===== src/rtl/fb_pkg.sv =====
// Shared definitions for the framebuffer writer: register map, FSM states
// and default geometry (80x60 pixel framebuffer, 8-bit pixels).
package fb_pkg;

  localparam int DEF_SIZE  = 13;
  localparam int DEF_PIX_W = 8;
  localparam int DEF_DEPTH = 4800;

  // Word offsets of the Wishbone register file
  typedef enum logic [1:0] {
    REG_PTR  = 2'd0,
    REG_DATA = 2'd1,
    REG_FILL = 2'd2,   // write: start fill, read: status
    REG_LEN  = 2'd3
  } reg_sel_e;

  typedef enum logic {
    ST_IDLE = 1'b0,
    ST_FILL = 1'b1
  } state_e;

endpackage


===== src/rtl/fb_ptr.sv =====
// Framebuffer write pointer: loadable counter that wraps at DEPTH.
// A load value outside the framebuffer clamps the pointer to 0.
module fb_ptr
  import fb_pkg::*;
#(
  parameter int SIZE  = DEF_SIZE,
  parameter int DEPTH = DEF_DEPTH
) (
  input  logic            clk,
  input  logic            rst,
  input  logic            load,
  input  logic [SIZE-1:0] load_val,
  input  logic            inc,
  output logic [SIZE-1:0] ptr
);

  localparam logic [SIZE-1:0] LAST = SIZE'(DEPTH - 1);
  localparam logic [SIZE-1:0] ONE  = SIZE'(1);
  localparam logic [SIZE:0]   LIM  = (SIZE + 1)'(DEPTH);

  logic load_oob;

  // Flag load values beyond the last framebuffer word
  always_comb begin
    load_oob = ({1'b0, load_val} >= LIM);
  end

  // Pointer register: load wins over increment, increment wraps to 0
  always_ff @(posedge clk) begin
    if (rst) begin
      ptr <= '0;
    end else if (load) begin
      ptr <= load_oob ? '0 : load_val;
    end else if (inc) begin
      ptr <= (ptr == LAST) ? '0 : ptr + ONE;
    end
  end

endmodule


===== src/rtl/fb_writer.sv =====
// Wishbone classic slave that writes pixels into a framebuffer, either one
// at a time through the DATA register or as a hardware fill of LEN words.
module fb_writer
  import fb_pkg::*;
#(
  parameter int SIZE  = DEF_SIZE,
  parameter int PIX_W = DEF_PIX_W,
  parameter int DEPTH = DEF_DEPTH
) (
  input  logic             clk,
  input  logic             rst,
  input  logic             wb_cyc_i,
  input  logic             wb_stb_i,
  input  logic             wb_we_i,
  input  logic [1:0]       wb_adr_i,
  input  logic [31:0]      wb_dat_i,
  output logic [31:0]      wb_dat_o,
  output logic             wb_ack_o,
  output logic             mem_we,
  output logic [SIZE-1:0]  mem_addr,
  output logic [PIX_W-1:0] mem_data,
  output logic             busy
);

  localparam logic [SIZE-1:0] ONE = SIZE'(1);

  state_e           state;
  reg_sel_e         sel;
  logic [SIZE-1:0]  ptr;
  logic [SIZE-1:0]  len;
  logic [SIZE-1:0]  remain;
  logic [PIX_W-1:0] fill_val;

  logic req;
  logic accept;
  logic wr;
  logic ptr_load;
  logic data_wr;
  logic fill_start;
  logic fill_step;
  logic ptr_inc;
  logic unused_dat;

  // Request decode; writes stall while a fill is running, reads never do
  always_comb begin
    req        = wb_cyc_i & wb_stb_i & ~wb_ack_o;
    sel        = reg_sel_e'(wb_adr_i);
    accept     = req & (~wb_we_i | (state == ST_IDLE));
    wr         = accept & wb_we_i;
    ptr_load   = wr & (sel == REG_PTR);
    data_wr    = wr & (sel == REG_DATA);
    fill_start = wr & (sel == REG_FILL) & (len != '0);
    fill_step  = (state == ST_FILL) & (remain != '0);
    ptr_inc    = data_wr | fill_start | fill_step;
    unused_dat = ^wb_dat_i;
  end

  fb_ptr #(
    .SIZE  (SIZE),
    .DEPTH (DEPTH)
  ) u_ptr (
    .clk      (clk),
    .rst      (rst),
    .load     (ptr_load),
    .load_val (wb_dat_i[SIZE-1:0]),
    .inc      (ptr_inc),
    .ptr      (ptr)
  );

  // Bus response, register writes and the fill FSM with registered outputs.
  // The first fill word is issued on the ack edge, so remain starts at len-1.
  always_ff @(posedge clk) begin
    if (rst) begin
      state    <= ST_IDLE;
      len      <= '0;
      remain   <= '0;
      fill_val <= '0;
      busy     <= 1'b0;
      wb_ack_o <= 1'b0;
      wb_dat_o <= '0;
      mem_we   <= 1'b0;
      mem_addr <= '0;
      mem_data <= '0;
    end else begin
      wb_ack_o <= accept;
      mem_we   <= 1'b0;

      if (accept && !wb_we_i) begin
        case (sel)
          REG_PTR:  wb_dat_o <= 32'(ptr);
          REG_DATA: wb_dat_o <= '0;
          REG_FILL: wb_dat_o <= {31'b0, busy};
          REG_LEN:  wb_dat_o <= 32'(len);
          default:  wb_dat_o <= '0;
        endcase
      end

      case (state)
        ST_IDLE: begin
          if (wr) begin
            case (sel)
              REG_DATA: begin
                mem_we   <= 1'b1;
                mem_addr <= ptr;
                mem_data <= wb_dat_i[PIX_W-1:0];
              end
              REG_FILL: begin
                fill_val <= wb_dat_i[PIX_W-1:0];
                if (len != '0) begin
                  state    <= ST_FILL;
                  busy     <= 1'b1;
                  remain   <= len - ONE;
                  mem_we   <= 1'b1;
                  mem_addr <= ptr;
                  mem_data <= wb_dat_i[PIX_W-1:0];
                end
              end
              REG_LEN: len <= wb_dat_i[SIZE-1:0];
              default: ;
            endcase
          end
        end
        ST_FILL: begin
          if (remain != '0) begin
            remain   <= remain - ONE;
            mem_we   <= 1'b1;
            mem_addr <= ptr;
            mem_data <= fill_val;
          end else begin
            state <= ST_IDLE;
            busy  <= 1'b0;
          end
        end
        default: state <= ST_IDLE;
      endcase
    end
  end

endmodule


===== config.mk =====
export PLATFORM = sky130hd
export DESIGN_NAME = fb_writer
export DESIGN_NICKNAME = d
export VERILOG_FILES = /design/src/rtl/fb_pkg.sv /design/src/rtl/fb_ptr.sv /design/src/rtl/fb_writer.sv
export SDC_FILE = /design/constraint.sdc
export NUM_CORES = 1
export LEC_CHECK = 0
export CAP_MARGIN = 20
export CORE_ASPECT_RATIO = 0.75
export CORE_MARGIN = 3
export CORE_UTILIZATION = 33
export CTS_CLUSTER_SIZE = 12
export DETAILED_ROUTE_END_ITERATION = 7
export PLACE_DENSITY = 0.65
export SLEW_MARGIN = 25
export SYNTH_ARGS = -nofsm -noshare
export SYNTH_HDL_FRONTEND = slang
export SYNTH_HIERARCHICAL = 1
export SYNTH_SLANG_ARGS = --single-unit

===== constraint.sdc =====
create_clock -name clk -period 2.8 [get_ports clk]
set_clock_uncertainty 0.05 [all_clocks]
set_input_delay 0.42 -clock clk [delete_from_list [all_inputs] [get_ports clk]]
set_output_delay 0.42 -clock clk [all_outputs]
set_load 0.1 [all_outputs]

After elaboration in Yosys (flattened, before gate mapping):

Cells that the tools add are included.

* latch bits: 0
* memory bits (writable): 0
* output and inout port bits: 56
* memories kept: 0
* logic and storage cells: 85
* input bits: 39
* bits in read-only memories: 0
* flip-flop bits (word level): 104

* reduce and logical (&&, ||, !) cells: 11
* add/sub/neg operators: 3
* shift operators: 0
* eq/ne operators: 11
* div/mod/pow operators: 0
* order comparisons: 1
* multiply operators: 0
* muxes and demuxes: 33
* bitwise logic cells: 15

Operator list (count)
* 13-bit 2-to-1 mux: 11
* 32-bit case mux with 4 select lines: 1
* 13-bit case mux with 2 select lines: 3
* 8-bit case mux with 2 select lines: 2
* 13-bit nonzero test: 2
* 13-bit by 1-bit subtractor with 13-bit output, second input constant: 2
* 8-bit 2-to-1 mux: 3
* 13-bit by 1-bit adder with 13-bit output, second input constant: 1
* 13-bit == test, second input constant: 1
* 13-bit greater-or-equal comparator, second input constant: 1
* 4-bit AND reduction: 3
* 1-bit AND: 9
* 1-bit 2-to-1 mux: 9
* 1-bit case mux with 2 select lines: 4
* 2-bit by 1-bit inequality test with 1-bit output, second input constant: 3
* 3-bit AND reduction: 2
* 2-bit == test, second input constant: 2
* 2-bit inequality test, second input constant: 2
* 3-bit by 1-bit inequality test with 1-bit output, second input constant: 1
* 3-bit by 2-bit inequality test with 1-bit output, second input constant: 1
* 1-bit NOT: 3
* 1-bit bitwise OR: 3
* 2-bit by 1-bit == test with 1-bit output, second input constant: 1
* 2-bit zero test: 1
* 3 further kinds: 3

Logic depth before layout (Yosys ltp):

Gate-level depths: netlist of run 1.

* word-level depth: 10
* depth in mapped cells: 11
* depth with buffers taken out: 10

Modules after synthesis:

Netlist of run 1, hierarchy kept.

By module, submodules not included
* fb_writer: area an instance 3789.9 µm², seq. area each 1441.4 µm², cells an instance 462, times used 1
* fb_ptr: area an instance 874.6 µm², seq. area each 260.2 µm², cells an instance 111, times used 1

Worst setup path before layout of run 1:

No wires, ideal clock.

* path kind: reg-to-reg
* start point: reg state
* end point: reg remain[12]
* buffers on the path: 4
* data required time: 2676 ps
* library setup time: 74 ps
* arrival time: 2798 ps
* period minus slack after synthesis: 2922 ps
* setup slack: -122 ps
* stages on the path, launching flop included: 11
* cells stage by stage: dfxtp_1 > buf_2 > buf_1 > buf_2 > buf_2 > mux2i_1 > ha_1 > o211a_1 > o21ai_1 > or4_1 > a31oi_1

* word-level cells in the longest chain between the ends: 6
* elaborated cells between the ends (all ways): 10
* those cells by class: 4 x eq/ne; 1 x mux; 4 x bitwise; 1 x reduce/logical

RTL lines
* start: declaration: line fb_writer.sv:27 `state_e state;`
* start signal: assignment: line fb_writer.sv:74 `state <= ST_IDLE;`
* start signal: assignment: line fb_writer.sv:110 `state <= ST_FILL;`
* start signal: assignment: line fb_writer.sv:130 `state <= ST_IDLE;`
* 1-bit NOT (no line)
* 1-bit bitwise OR: line fb_writer.sv:48 `accept = req & (~wb_we_i | (state == ST_IDLE));`
* 1-bit AND: line fb_writer.sv:48
* 1-bit AND: line fb_writer.sv:49 `wr = accept & wb_we_i;`
* 2-bit inequality test (no line)
* 4-bit AND reduction (no line)
* end signal: assignment: line fb_writer.sv:112 `remain <= len - ONE;`
* end signal: assignment: line fb_writer.sv:125 `remain <= remain - ONE;`
* end: declaration: line fb_writer.sv:31 `logic [SIZE-1:0] remain;`

Several ways; a longest one is shown, not always the timed one.
A chain may end at the register's enable or synchronous reset.

Worst setup path after layout of run 1:

* start point: reg remain[10]
* end point: reg u_ptr.ptr[2]

* word-level cells in the longest chain between the ends: 4

RTL lines
* 13-bit nonzero test: line fb_writer.sv:53 `fill_step = (state == ST_FILL) & (remain != '0);`
* 1-bit AND: line fb_writer.sv:53
* 1-bit bitwise OR: line fb_writer.sv:54 `ptr_inc = data_wr | fill_start | fill_step;`
* named net ptr_inc: line fb_writer.sv:41 `logic ptr_inc;`
* 2-bit nonzero test (no line)
* end signal: assignment: line fb_ptr.sv:33 `ptr <= load_oob ? '0 : load_val;`
* end signal: assignment: line fb_ptr.sv:35 `ptr <= (ptr == LAST) ? '0 : ptr + ONE;`
* end: declaration: line fb_ptr.sv:14 `output logic [SIZE-1:0] ptr`

The timed path passes the listed nets, and every way through them passes these cells.

==> flow_summary.json, run 1 <==
{
  "outcome": "finished clean",
  "grt_max_degree": 27,
  "setup_viol": 0,
  "ys_warn_count": 6,
  "multi_input_area_um2": 2670,
  "globalRouteOverflowTotal": 0,
  "mostFrequentLayoutCells": "dfxtp_1 (84), buf_4 (79), nor2_1 (62)",
  "setup-tns-final_ns": 0,
  "power_mw": 3.00,
  "regArea_um2": 1700,
  "startpoint_type": "register",
  "grt_usage_pct": 18.0,
  "grt_pass1_vias": 4304,
  "gp_congestion": 0.914,
  "layout_commonest_cell": "dfxtp_1",
  "fmax_mhz": 378,
  "place_area_um2": 5430,
  "seq_area_frac_synth_pct": 36.5,
  "synth_area_um2": 4660,
  "drtPass1Iterations": 6,
  "wl_per_cell_um": 17.2,
  "syn_inst": 573,
  "antenna_found_initial": 0,
  "layoutNonFillerInstCount": 819,
  "layout.nets": 689,
  "fin_crit_sh_pct": 94.4,
  "avgViaCountPerCell": 5.67,
  "clock_latency_ns": 0.34,
  "final_max_slew_viol_count": 0,
  "htreeDepth": 3,
  "cts_hold_buf": 0,
  "ys_types": 70,
  "root_buffer": "clkbuf_16",
  "worst_ir_drop_vdd_mv": 0.312,
  "cp_max_fo": 8,
  "die_height_um": 109,
  "tritoncts": "done",
  "core_um2": 13400,
  "initial_utilization_pct": 34.9,
  "crit_chain": "or4_1 > o41ai_2 > buf_4 > nand2_1 > or2_2 > a221oi_1 > nor3_1",
  "power.density_nw_per_um2": 521,
  "syn_area_per_cell_um2": 8.14,
  "ios": 95,
  "cts_made_buffers": 9,
  "hold_path.class": "reg -> reg",
  "end_kind": "register",
  "finalHoldViolations": 0,
  "syn2layout_area_growth_pct": 23.3,
  "die_x_um": 143,
  "maxCapViolCount": 0,
  "drive_gt1_share_pct": 19.1,
  "rows": 36,
  "synth_ff_type": "dfxtp_1",
  "crit_arrival_ns": 2.81,
  "async_flop_share_pct": 0,
  "drt_iter0_markers": 684,
  "synth_edf_count": 0,
  "n_antenna_cell": 0,
  "period_needed_ns": 2.64,
  "grt_setup_unrepaired": "no",
  "postRouteAntennaNets": 0,
  "die_area_um2": 15600,
  "worst_pin_slew_ns": 0.837,
  "clockBufferDepth": 2,
  "cts_sinks": 85,
  "slowest_stage": "or4_1",
  "vias": 4645,
  "crit_type": "reg -> reg",
  "fillCellCount": 1305,
  "drc_errors": 0,
  "cpPeakStageDelay_ns": 0.62,
  "yosys_register_bits": 85,
  "relSlewSlack_pct": 43.7,
  "dp.cells": 803,
  "finalInstanceArea_um2": 5750,
  "grt_pass1_wl_mm": 22.4,
  "clk_pin_slew_ns": 0.06,
  "portBuffers": 56,
  "dp_hpwl_mm": 10.4,
  "required_ns": 2.96,
  "leakage_nw": 2.14,
  "drt_wl_total_mm": 14.1
}
## stage by stage
stage               utilization (%)  setup WS, ns  hold WS [ns]
floorplan                         -       0.00646         0.386
global placement               40.6        0.0806         0.392
detailed placement             40.6        0.0562         0.403
CTS                            42.9         0.127         0.406
global route                   43.0        0.0541         0.429
finish                         43.0         0.156         0.407
## report_power, final
group | internal [mW] | switching, mW | total [mW]
combinational | 0.122 | 0.355 | 0.477
clock | 0.746 | 0.502 | 1.25
sequential | 1.24 | 0.0362 | 1.27
total | 2.10 | 0.894 | 3.00
## layer usage
layer / wire length (um) / part of all wire [%] / global-route usage, % / vias to the layer above
li1: - / - / - / 2204
met1: 6820 / 48 / 26.9 / 2190
met2: 5920 / 42 / 25.5 / 233
met3: 1200 / 8.5 / 5.13 / 18
met4: 153 / 1.1 / 4.44 / 0
met5: 0 / 0 / 0 / -
## layout make-up
type	count	area share, %
multi-input combinational	434	46.4
sequential	85	29.6
timing repair buffer	99	13.9
clock buffer	12	4.46
tap	171	3.72
clock inverter	4	0.979
inverter	14	0.914
## state kept, by name, indices dropped and copies added (netlist names)
| signal | count |
|---|---|
| busy | 1 |
| fill_val | 8 |
| len | 13 |
| mem_addr | 13 |
| mem_data | 8 |
| mem_we | 1 |
| remain | 13 |
| state | 1 |
| u_ptr/ptr | 13 |
| wb_ack_o | 1 |
| wb_dat_o | 13 |
## final timing paths
| kind | start | to | slack (ns) | cells past startpoint |
|---|---|---|---|---|
| hold reg to reg | fill_val[7] | fill_val[7] | 0.41 | 2 |
| hold / removal | fill_val[7] | fill_val[7] | 0.41 | 2 |
| setup / recovery | remain[10] | u_ptr/ptr[2] | 0.16 | 7 |
| setup reg to reg | remain[10] | u_ptr/ptr[2] | 0.16 | 7 |
## logic make-up (layout without fill, tap and decap cells)
logic type               after synthesis  count (layout)  share of synthesized area [%]
AO/OA/AOI/OAI                        164             164                           24.4
XOR/XNOR                               2               2                          0.376
adder cells (fa/ha/maj)                7               7                           1.88
buffers and inverters                 72             129                           7.99
flip-flops                            85              85                           36.5
multiplexers                          28              28                           6.04
other                                  1              19                         0.0804
AND/OR/NAND/NOR                      214             214                           22.8
## critical path: cells and delay by family (launching register included)
| family | cells | cell delay [ns] |
|---|---|---|
| flip-flops | 1 | 0.36 |
| buffers and inverters | 1 | 0.19 |
| AND/OR/NAND/NOR | 4 | 1.30 |
| AO/OA/AOI/OAI | 2 | 0.61 |
## cells in the mapped netlist (all sizes together), types with 5 or more instances
cell type | count | area (um^2)
o211ai | 10 | 75.1
o21ai | 19 | 95.1
or4 | 7 | 60.1
buf | 32 | 223
a22oi | 5 | 37.5
dfxtp | 85 | 1700
mux2i | 27 | 270
nand4 | 5 | 31.3
clkbuf | 26 | 97.6
o21a | 6 | 45.0
a21oi | 52 | 264
nor3 | 16 | 95.1
inv | 14 | 52.6
nor2 | 62 | 233
nand3 | 22 | 123
a211oi | 27 | 243
ha | 7 | 87.6
nor4 | 10 | 62.6
nand2 | 61 | 229
a31oi | 10 | 62.6
## what timing repair did
action | in CTS | in global routing
endpoints found under the setup margin | 0 | 2
gates resized for setup | 0 | 1
setup buffers | 0 | 0
No activity file was read; power rests on OpenSTA's default activity.
==> run 2: changes to the inputs <==
--- a/config.mk
+++ b/config.mk
@@ -8,10 +8,10 @@
 export CAP_MARGIN = 20
 export CORE_ASPECT_RATIO = 0.75
 export CORE_MARGIN = 3
-export CORE_UTILIZATION = 33
+export CORE_UTILIZATION = 47
 export CTS_CLUSTER_SIZE = 12
 export DETAILED_ROUTE_END_ITERATION = 7
-export PLACE_DENSITY = 0.65
+export PLACE_DENSITY = 0.85
 export SLEW_MARGIN = 25
 export SYNTH_ARGS = -nofsm -noshare
 export SYNTH_HDL_FRONTEND = slang
==> run 2 against run 1 <==
Compared with the run above: via count fell by 0.56%; largest cell class unchanged; total power rose by 1.7%; design area fell by 0.91%; global-route usage rose by 7.0 points; critical path type unchanged; critical endpoint unchanged; clock power rose by 4%; wire length fell by 2.8%; sequential power barely moved; final cell count fell by 6.0%; combinational power fell by 0.8%.
==> flow_summary.json, run 2 (synthesized netlist as in run 1, its figures left out) <==
{
  "outcome": "finished clean",
  "clk_pin_slew_ns": 0.06,
  "finalHoldViolations": 0,
  "fin_hold_ws_ns": 0.415,
  "n_antenna_cell": 0,
  "antenna_found_initial": 0,
  "setup-tns-final_ns": 0,
  "avgViaCountPerCell": 6.00,
  "drc_errors": 0,
  "utilization_pct": 61.0,
  "postRouteAntennaNets": 0,
  "leakage_nw": 2.11,
  "worst_ir_drop_vdd_mv": 0.473,
  "critPathTopFamily": "simple AND/OR/NAND/NOR gates",
  "cpPeakStageDelay_ns": 0.56,
  "drt_wl_total_mm": 13.7,
  "power.density_nw_per_um2": 535,
  "place_area_um2": 5370,
  "cts_sinks": 85,
  "crit_type": "reg -> reg",
  "pwr-share-clk_pct": 42.7,
  "fin_crit_sh_pct": 96.6,
  "drtPass1Iterations": 5,
  "sequentialPowerShare_pct": 41.7,
  "hold_path.class": "reg -> reg",
  "dp_slack_ns": 0.0584,
  "clockBufferDepth": 2,
  "portBuffers": 56,
  "gp_congestion": 0.931,
  "layoutNonFillerInstCount": 770,
  "finalInstanceArea_um2": 5700,
  "crit_arrival_ns": 2.87,
  "fmax_mhz": 370,
  "switching_power_uw": 881,
  "slowest_stage": "or4_4",
  "combPwrFrac_pct": 15.5,
  "maxCapViolCount": 0,
  "power_mw": 3.05,
  "rows": 30,
  "tritoncts": "done",
  "layout.nets": 683,
  "cts_hold_buf": 0,
  "initial_utilization_pct": 49.9,
  "cp_max_fo": 10,
  "wl_per_cell_um": 17.8,
  "htreeDepth": 3,
  "die_height_um": 92.3,
  "setup_viol": 0,
  "dp_hpwl_mm": 9.79,
  "grt_usage_pct": 25.1,
  "crit_chain": "or4_4 > o41ai_1 > nand2_1 > or2_2 > a221oi_1 > nor3_1",
  "layout_commonest_cell": "dfxtp_1",
  "drt_iter0_markers": 460,
  "syn2layout_area_growth_pct": 22.2,
  "globalRouteOverflowTotal": 0,
  "die_area_um2": 11200,
  "startpoint_type": "register",
  "dp.cells": 754,
  "swShare_pct": 28.9,
  "die_x_um": 121,
  "vias": 4619,
  "grt_pass1_wl_mm": 22.4,
  "worst_pin_slew_ns": 0.786,
  "mostFrequentLayoutCells": "dfxtp_1 (84), buf_4 (70), nor2_1 (61), nand2_1 (61), a21oi_1 (51)",
  "cts_made_buffers": 9,
  "clock_latency_ns": 0.34,
  "fillCellCount": 809,
  "root_buffer": "clkbuf_16",
  "layout_setup_ws_ns": 0.0954,
  "required_ns": 2.96,
  "drive_gt1_share_pct": 18.4,
  "period_needed_ns": 2.70,
  "final_max_slew_viol_count": 0,
  "end_kind": "register",
  "internal_power_mw": 2.17,
  "grt_pass1_vias": 4344,
  "cp.buffers_inverters": 0,
  "grt_max_degree": 87,
  "core_um2": 9350,
  "relSlewSlack_pct": 47.6,
  "ios": 95
}
[run 2: worst paths after layout]
check	slack [ns]	endpoint	start	depth (start not counted)
setup reg to reg	0.1	u_ptr/ptr[2]	remain[0]	6
setup / recovery	0.1	u_ptr/ptr[2]	remain[0]	6
hold / removal	0.42	fill_val[2]	fill_val[2]	2
hold reg to reg	0.42	fill_val[2]	fill_val[2]	2
[run 2: cell type report]
cell class	count	area (um^2)	area share [%]
inverter	14	52.6	0.922
clock buffer	11	243	4.26
sequential	85	1700	29.9
clock inverter	5	83.8	1.47
multi-input combinational	434	2670	46.8
timing repair buffer	93	791	13.9
tap	128	160	2.81
[run 2: timing repair]
action,CTS,global route
buffers inserted,0,0
endpoints found under the setup margin,0,1
gates resized for setup,0,1
[run 2: power by group through the flow]
stage               clock [mW]  combinational, mW  sequential (mW)
global route              1.38              0.499             1.27
global placement             0              0.461             1.30
finish                    1.30              0.473             1.27
floorplan                    0              0.285             1.37
CTS                       1.32              0.469             1.27
detailed placement           0              0.467             1.30
[run 2: metal layers]
| layer | up-vias | share of wire, % | wire length, um | track usage [%] |
|---|---|---|---|---|
| met1 | 2148 | 46 | 6310 | 36.0 |
| met2 | 238 | 42 | 5810 | 35.9 |
| met4 | 0 | 1.6 | 216 | 8.30 |
| met3 | 27 | 9.9 | 1350 | 6.97 |
| li1 | 2206 | - | - | - |
| met5 | - | 0 | 0 | 0 |
[run 2: worst reg2reg max path, cell delays in order, from the launching register on]
cell	delay, ns
dfxtp_1	0.31
or4_4	0.56
o41ai_1	0.53
nand2_1	0.37
or2_2	0.42
a221oi_1	0.27
nor3_1	0.07
==> run 3: changes to the inputs <==
--- a/config.mk
+++ b/config.mk
@@ -17,3 +17,4 @@
 export SYNTH_HDL_FRONTEND = slang
 export SYNTH_HIERARCHICAL = 1
 export SYNTH_SLANG_ARGS = --single-unit
+export TNS_END_PERCENT = 100
==> results of run 3 <==
The final DEF is identical to that of run 2; final timing and power are the same.
